$ cat config.mk
export PLATFORM = sky130hd
export DESIGN_NAME = seq_serializer_piso
export DESIGN_NICKNAME = d
export VERILOG_FILES = /design/src/rtl/seq_serializer_piso.sv
export SDC_FILE = /design/constraint.sdc
export NUM_CORES = 1
export LEC_CHECK = 0
export CELL_PAD_IN_SITES_DETAIL_PLACEMENT = 0
export CELL_PAD_IN_SITES_GLOBAL_PLACEMENT = 2
export CORE_AREA = 2 2 63 47
export CTS_CLUSTER_DIAMETER = 40
export DETAILED_ROUTE_END_ITERATION = 7
export DIE_AREA = 0 0 65 49
export PLACE_DENSITY = 0.79
export SYNTH_ARGS = -nofsm -noshare
export SYNTH_HDL_FRONTEND = slang
export SYNTH_SLANG_ARGS = --single-unit
$ cat constraint.sdc
create_clock -name clk -period 1.5 [get_ports clk]
set_clock_uncertainty 0.2 [all_clocks]
set_input_delay 0.3 -clock clk [delete_from_list [all_inputs] [get_ports clk]]
set_output_delay 0.3 -clock clk [all_outputs]
set_load 0.01 [all_outputs]
$ cat src/rtl/seq_serializer_piso.sv
// rtl/seq_serializer_piso.sv - parallel-in serial-out shifter feeding the sequence detector
// Two-state FSM; a new word may be loaded on the last-bit edge for a gapless stream.
module seq_serializer_piso #(
   parameter int WIDTH     = 8,
   parameter bit MSB_FIRST = 1'b1
) (
   input  logic             clk,
   input  logic             rst_n,
   input  logic [WIDTH-1:0] din,
   input  logic             load_valid,
   output logic             load_ready,
   output logic             out,
   output logic             out_valid,
   output logic             busy,
   output logic             done
);

   localparam int CW = (WIDTH > 1) ? $clog2(WIDTH) : 1;
   localparam logic [CW-1:0] LAST = CW'(WIDTH - 1);

   typedef enum logic {IDLE, SHIFT} state_t;

   state_t           state, state_nxt;
   logic [WIDTH-1:0] shreg, shreg_nxt, shifted;
   logic [CW-1:0]    bit_cnt, cnt_nxt;
   logic             done_q, done_nxt;
   logic             last, load;

   assign last       = (state == SHIFT) && (bit_cnt == LAST);
   assign load_ready = (state == IDLE) || last;
   assign load       = load_valid && load_ready;

   // Shift toward whichever end drives out, filling with zeros.
   assign shifted = MSB_FIRST ? {shreg[WIDTH-2:0], 1'b0} : {1'b0, shreg[WIDTH-1:1]};

   always_ff @(posedge clk or negedge rst_n) begin
      if (!rst_n) begin
         state   <= IDLE;
         shreg   <= '0;
         bit_cnt <= '0;
         done_q  <= 1'b0;
      end else begin
         state   <= state_nxt;
         shreg   <= shreg_nxt;
         bit_cnt <= cnt_nxt;
         done_q  <= done_nxt;
      end
   end

   always_comb begin
      state_nxt = state;
      shreg_nxt = shreg;
      cnt_nxt   = bit_cnt;
      done_nxt  = last;
      case (state)
         IDLE: begin
            if (load) begin
               shreg_nxt = din;
               cnt_nxt   = '0;
               state_nxt = SHIFT;
            end
         end
         SHIFT: begin
            if (load) begin
               shreg_nxt = din;
               cnt_nxt   = '0;
            end else if (last) begin
               shreg_nxt = shifted;
               cnt_nxt   = '0;
               state_nxt = IDLE;
            end else begin
               shreg_nxt = shifted;
               cnt_nxt   = bit_cnt + CW'(1);
            end
         end
         default: state_nxt = IDLE;
      endcase
   end

   assign out_valid = (state == SHIFT);
   assign busy      = (state == SHIFT);
   assign done      = done_q;
   assign out       = (state == SHIFT) ? (MSB_FIRST ? shreg[WIDTH-1] : shreg[0]) : 1'b0;

endmodule

==> impl_metrics.json <==
{
  "dpl.hpwl_mm": 1.05,
  "synth-seq-cells": 13,
  "fin_crit_sh": 1.15,
  "syn-num-nets": 66,
  "clk_latency_ps": 240,
  "gp_congestion": 0.741,
  "port_buffers": 15,
  "utilization": 0.362,
  "wl_per_cell_um": 12.4,
  "setup_ws_ps": -228,
  "die_w_um": 65,
  "fmax_ghz": 0.579,
  "vias": 507,
  "antenna_found_initial": 0,
  "maxCapViolCount": 0,
  "path_class": "reg2out",
  "outcome": "complete, but fails checks",
  "leakagePower_nw": 0.432,
  "dr.pass1.iters": 2,
  "cp.arrival_ps": 1230,
  "cts_made_buffers": 3,
  "setup_viol": 9,
  "drive_above_1_share": 0.397,
  "track_usage": 0.104,
  "r2r_end": "shreg[6]",
  "worst_pin_slew_ps": 263,
  "drt_iter0_markers": 23,
  "path_clk_slew_ps": 50,
  "min_period_ps": 1730,
  "rsz0062_at_grt": "true",
  "floorplan.initialDensity": 0.252,
  "die_area_mm2": 0.00319,
  "violations": "setup timing",
  "clock-root-buffer": "clkbuf_8",
  "overflow": 0,
  "hold_path_class": "in2async",
  "h-tree-depth": 1,
  "grt_pass1_vias": 566,
  "clockBufferDepth": 2,
  "hold_viol": 0,
  "io_pins": 16,
  "rows": 16,
  "final_nets": 92,
  "startpoint_type": "flop",
  "cp-end-kind": "output port",
  "maxSlewViolCount": 0,
  "cp_max_fo": 2,
  "relSlewSlack": 0.824,
  "grt_max_degree": 14,
  "yosys_warnings": 0,
  "avgViaCountPerCell": 4.45,
  "most-common-layout-cells": "dfrtp_1, buf_4, clkdlybuf4s50_1",
  "p_per_area_mw_per_mm2": 1690,
  "coreArea_mm2": 0.00262,
  "crit_required_ps": 1000,
  "r2r_setup_slack_ps": -180,
  "post-route-drc-count": 0,
  "n_antenna_cell": 0,
  "ys_seq_area_frac": 0.492,
  "synthCells": 53,
  "syn2layout_area_growth_pct": 43.7,
  "instances_no_fill": 114,
  "grt_pass1_wl_mm": 2.53,
  "die_y_um": 49,
  "dp_cells": 107,
  "synth_cell_types": 17,
  "cts_tree": "built",
  "clkSinkCount": 13,
  "final_antenna_net_count": 0,
  "final_common_cell": "dfrtp_1",
  "syn_avg_cell_area_um2": 12.5,
  "ir_drop_v": 0.000921,
  "syn_area_um2": 661,
  "wl_mm": 1.42,
  "r2r-start": "bit_cnt[0]",
  "rr_worst_depth": 6
}
## cell type report
| class | instances | area (µm²) |
|---|---|---|
| repair buffers | 26 | 218 |
| flip-flops and latches | 13 | 327 |
| multi-input cells | 34 | 312 |
| inverters | 1 | 3.75 |
| clock buffers | 4 | 45.0 |
| well taps | 36 | 45.0 |
| fillers | 264 | 1670 |
## worst max path at each step
stage,startpoint,to,slack [ps],cells past startpoint
after global placement,bit_cnt[1],load_ready,-310,4
after detailed placement,bit_cnt[1],load_ready,-340,4
after global routing,bit_cnt[0],load_ready,-270,4
final,bit_cnt[0],load_ready,-230,4
after CTS,bit_cnt[0],load_ready,-250,4
after floorplan,bit_cnt[0],shreg[2],-50,5
## per-layer routing
metal	global-route usage	part of all wire
met5	0	0
met4	0.0319	0.0092
met3	0.0208	0.026
met2	0.168	0.46
met1	0.139	0.51
## per-stage QoR
| stage | hold slack [ps] | setup slack [ps] | setup TNS, ps | instance area (µm²) | power, mW |
|---|---|---|---|---|---|
| global route | 209 | -274 | -2200 | 950 | 1.74 |
| floorplan | -196 | -48.2 | -373 | 689 | 1.06 |
| global placement | 285 | -305 | -2520 | 888 | 1.24 |
| finish | 162 | -228 | -1560 | 950 | 1.61 |
| CTS | 167 | -252 | -1660 | 958 | 1.62 |
| detailed placement | 305 | -336 | -2910 | 888 | 1.28 |
## kinds of logic (layout without fill, tap and decap cells)
| kind of cell | Yosys count | in the layout | share of synthesized area |
|---|---|---|---|
| DFF | 13 | 13 | 0.492 |
| adders and majority gates | 2 | 2 | 0.0379 |
| and+or+nand+nor | 14 | 14 | 0.123 |
| AOI/OAI and AO/OA | 18 | 18 | 0.265 |
| buffers and inverters | 6 | 31 | 0.0814 |
## cell usage after synthesis, drive strengths merged
master / count / share of area
dfrtp: 13 / 0.49
a211o: 7 / 0.093
nor2b: 7 / 0.066
o221a: 7 / 0.12
buf: 5 / 0.076
a32o: 3 / 0.045
and2: 2 / 0.021
ha: 2 / 0.038
nand2: 2 / 0.011
nand2b: 2 / 0.019
inv: 1 / 0.0057
nor2: 1 / 0.0057
o21ai: 1 / 0.0076
## where the power goes
group	switching, mW	internal (mW)	leakage [nW]
registers	0.0940	0.489	0.166
logic	0.285	0.437	0.242
clock network	0.115	0.187	0.0228
## sequential cells by signal (all words and copies together), names as in the netlist
name,cells
shreg,8
bit_cnt,3
busy,1
done,1
## timing repair
item	4_1_cts	5_1_grt
pin swaps	1	1
setup endpoints to repair	13	13
buffers inserted	2	1
hold buffers	0	0
resized for setup	16	4
## worst max-delay path, stage by stage, from the launching register on
cell      delay, ps
dfrtp_1         390
ha_2            190
ha_4            160
nand2b_4        130
buf_6           110
Power figures use the tool's default switching activity.
==> RTL change 1 (config.mk and constraints unchanged) <==
Change the parameter `WIDTH` from 8 to 4.
--- a/src/rtl/seq_serializer_piso.sv
+++ b/src/rtl/seq_serializer_piso.sv
@@ -3,3 +3,3 @@
 module seq_serializer_piso #(
-   parameter int WIDTH     = 8,
+   parameter int WIDTH     = 4,
    parameter bit MSB_FIRST = 1'b1
Interface: changed (resized din); port bits go from 16 to 12. No check against the original RTL was run, so the function may have changed too.
==> RTL change 1 against the original RTL <==
The run still ends with setup timing left; area after synthesis shrank 39%; hold slack lost 0.016 ns; sequential cell count shrank 5; synthesized cell count shrank 32%; power shrank 31%; cell area shrank 33%; critical endpoint unchanged; wire length shrank 38%; via count shrank 34%; setup slack gained 0.18 ns; clock power shrank 14%; combinational power shrank 31%.
==> RTL change 1: results (changes against the original RTL) <==
The run finished, with violations left. Violated checks: setup timing (unchanged). The number of clock buffer instances in the layout is 3 (was 4). The cell count of the worst reg-to-reg path was 5 (was 6); the worst slew margin relative to its limit was 76.1% (was 82.4%). Number of gates given a new drive strength after cts: 13 (was 16). The count of buffers not belonging to the clock network in the layout works out to 18 (was 26). The sequential group share of total power is 31.2% (was 36.3%), and the number of non-clock inverters is 0 (was 1). The total iterations of the first detailed-routing run was 4 (was 2). Final-stage net count: 64 (was 92).

The number of sinks handled by clock tree synthesis is 8 (was 13), and the sequential fraction of the synthesis area is 49.8% (was 49.2%). The HPWL after detailed placement was 672 microns (was 1.05 mm); the total wirelength of the detailed-routed design was 876 microns (was 1.42 mm). The placer's final routability congestion estimate was 0.678 (was 0.741); the synthesized area per cell was 11.2 sq um (was 12.5 sq um). The multi-input gate share of the layout cell area came out at 29.4% (was 32.8%). For the number of setup buffers added after CTS, the log shows 1 (was 2). Distinct cell type count after synthesis: 19 (was 17). The multiplexer area fraction after synthesis works out to 9.97% (was 0%).

The tools report the iteration-0 DRC count of the detailed router as 6 (was 23). The number of cells in the finished layout apart from fillers was 90 (was 114). The count of fill cells added during filler insertion was 276 (was 264); the maximum VDD drop was 394 uV (was 921 uV).

The instance area after placement is 591 sq um (was 888 sq um), and the worst endpoint data arrival time is 1.05 ns (was 1.23 ns). The setup violation total in the final timing report came out at 1 (was 9). Cells taking the most area after synthesis: sky130_fd_sc_hd__dfrtp_1, sky130_fd_sc_hd__mux2i_1, sky130_fd_sc_hd__o21ai_1 (was sky130_fd_sc_hd__dfrtp_1, sky130_fd_sc_hd__o221a_2, sky130_fd_sc_hd__a211o_1).

The number of global-route vias before repair came out at 343 (was 566). Post-synth top cells: sky130_fd_sc_hd__dfrtp_1, sky130_fd_sc_hd__mux2i_1, sky130_fd_sc_hd__o21ai_1 (was sky130_fd_sc_hd__dfrtp_1, sky130_fd_sc_hd__a211o_1, sky130_fd_sc_hd__nor2b_1, sky130_fd_sc_hd__o221a_2, sky130_fd_sc_hd__a32o_1). The instance count after placement with tap cells included is 86 (was 107).

The average vias per placed instance was 3.74 (was 4.45). The post-synthesis compound-gate area fraction is 13.4% (was 26.5%), and the largest net degree at the start of global routing is 12 (was 14). The run gives 0.295 nW (was 0.432 nW) as the leakage power figure. The critical register-to-register path endpoint is shreg[1] (was shreg[6]).

The power of the sequential group is 0.000344 W (was 0.000583 W). The multi-input gate count was 25 (was 34). The run gives 44 (was 66) as the total nets after synthesis. The number of I/O port buffers was 11 (was 15). The net switching component of the power came out at 0.000340 W (was 0.000494 W). The layout buffering overhead excluding clock cells is 25.8% (was 22.9%). The clock network area share works out to 6.46% (was 4.74%). The worst setup slack for register-to-register paths was 0.08 ns (was -0.18 ns); the fraction of area in registers was 31.3% (was 34.4%).

The tools report the source of the critical timing path as bit_cnt[1] (was bit_cnt[0]). The tools report the worst-case setup margin in the final layout as -0.0480 ns (was -0.228 ns).
## RTL change 1: cell count changes after synthesis, moves of 2 or more
cell                      before  now
sky130_fd_sc_hd__a211o_1       7    0
sky130_fd_sc_hd__a31oi_1       0    3
sky130_fd_sc_hd__a32o_1        3    1
sky130_fd_sc_hd__and3_1        0    2
sky130_fd_sc_hd__dfrtp_1      13    8
sky130_fd_sc_hd__mux2i_1       0    4
sky130_fd_sc_hd__nor2b_1       7    0
sky130_fd_sc_hd__o21ai_1       0    4
sky130_fd_sc_hd__o221a_2       7    0
## RTL change 1: routing by layer
layer / vias up / routed length (microns) / track usage [%]
met3: 3 / 84 / 3.46
met1: 156 / 359 / 6.83
met2: 11 / 403 / 9.79
li1: 167 / - / -
met5: - / 0 / 0
met4: 0 / 29 / 5.32
## RTL change 1: worst max path at each step
stage / to / cells past startpoint
6_report: load_ready / 3
5_1_grt: load_ready / 3
4_1_cts: load_ready / 3
3_5_place_dp: load_ready / 3
3_3_place_gp: load_ready / 3
2_1_floorplan: load_ready / 2
==> RTL change 2 (config.mk and constraints unchanged) <==
Without the edit above. Take the reset off `shreg` and load it in a clocked block of its own.
--- a/src/rtl/seq_serializer_piso.sv
+++ b/src/rtl/seq_serializer_piso.sv
@@ -38,3 +38,2 @@
          state   <= IDLE;
-         shreg   <= '0;
          bit_cnt <= '0;
@@ -43,3 +42,2 @@
          state   <= state_nxt;
-         shreg   <= shreg_nxt;
          bit_cnt <= cnt_nxt;
@@ -47,2 +45,6 @@
       end
+   end
+
+   always_ff @(posedge clk) begin
+      shreg <= shreg_nxt;
    end
Behaviour: same outputs for any inputs over 10 cycles, from zero or initial values and one cycle with rst_n low; that may be too few to reach the edited logic, so the function may still have changed.
==> RTL change 2 against the original RTL <==
The run still ends with setup timing left; utilization increased by 0.95 points; clock power increased by 2%; non-clock buffer count increased by 1; cell area increased by 2.6%; wire length decreased by 22%; area after synthesis decreased by 13%; setup slack got worse by 0.17 ns; power increased by 8.6%; sequential cell count unchanged; sequential share of layout area increased by 3.1 points; critical path type is now flop to flop; critical endpoint is now shreg[1]; largest power group unchanged.
==> RTL change 2: results (changes against the original RTL) <==
The largest fanout on the critical path is 8 (was 2), and the HPWL after detailed placement is 814 microns (was 1.05 mm). The multiplexer area fraction after synthesis works out to 15.5% (was 0%). The run finished, with violations left. Cells taking the most area after synthesis: sky130_fd_sc_hd__edfxtp_1, sky130_fd_sc_hd__dfrtp_1, sky130_fd_sc_hd__mux2_2 (was sky130_fd_sc_hd__dfrtp_1, sky130_fd_sc_hd__o221a_2, sky130_fd_sc_hd__a211o_1). The detail-routed net length per standard cell was 10.9 microns (was 12.4 microns). The synthesized area per cell is 16.4 sq um (was 12.5 sq um). The worst endpoint data arrival time is 1.69 ns (was 1.23 ns). The proportion of register bits with asynchronous set or reset after synthesis is 38.5% (was 100%). The number of enable-type register cells in the synthesized netlist was 8 (was 0). The logs give 0.000446 W (was 0.000494 W) for the net switching component of the power and -3.35 ns (was -1.56 ns) for the sum of negative setup slack. For the final-stage net count, the log shows 79 (was 92).

The switching power as a share of total power was 25.5% (was 30.7%); the average vias per placed instance was 3.82 (was 4.45). The total nets after synthesis came out at 48 (was 66). The tools report the setup violation total in the final timing report as 9 (unchanged). The logs give 896 sq um (was 888 sq um) for the instance area after placement and 83.1% (was 82.4%) for the worst slew margin relative to its limit. The tools report the worst hold margin as 0.0872 ns (was 0.162 ns).

Classification of the worst setup path: flop to flop (was flop to primary output). The run gives 871 uV (was 921 uV) as the maximum VDD drop. The sequential fraction of the synthesis area is 63.6% (was 49.2%), and the instance count after placement with tap cells included is 94 (was 107).

The layout cell share with drive strength beyond 1 is 52.3% (was 39.7%), and the distinct cell type count after synthesis is 14 (was 17). The post-synthesis compound-gate area fraction came out at 6.75% (was 26.5%). The first-pass GRT wire length is 1.92 mm (was 2.53 mm). The logs give 36.1% (was 36.3%) for the sequential group share of total power and 10 (was 23) for the iteration-0 DRC count of the detailed router. Post-synth top cells: sky130_fd_sc_hd__edfxtp_1, sky130_fd_sc_hd__mux2_2, sky130_fd_sc_hd__dfrtp_1 (was sky130_fd_sc_hd__dfrtp_1, sky130_fd_sc_hd__a211o_1, sky130_fd_sc_hd__nor2b_1, sky130_fd_sc_hd__o221a_2, sky130_fd_sc_hd__a32o_1).

Aggregate global-route resource usage: 8.30% (was 10.4%). Violated checks: setup timing (unchanged). The largest net degree at the start of global routing was 9 (was 14); the worst-case setup margin in the final layout was -0.399 ns (was -0.228 ns).
==> RTL change 2: cell count changes in the layout (fill, tap and decap cells not counted), sizes merged, moves of 2 or more <==
cell / delta
nand2: -2
mux2: +7
edfxtp: +8
o221a: -7
a211o: -7
nor2b: -7
buf: +2
dfrtp: -8
==> RTL change 2: area by class of cell <==
cell class / instances / area, sq um
clock buffer: 4 / 45.0
fill: 262 / 1650
inverter: 2 / 7.51
multi-input combinational: 19 / 245
sequential: 13 / 365
tap: 36 / 45.0
timing repair buffer: 27 / 267
==> RTL change 2: what timing repair did <==
item	in CTS	in global routing
pin swaps	2	1
setup buffers	2	2
resized for setup	17	11
endpoints found under the setup margin	22	23
==> RTL change 2: metal layers <==
metal	track usage, %	routed length, microns
met3	5.08	99
met2	10.7	481
met5	0	0
met1	10.6	512
met4	4.26	8
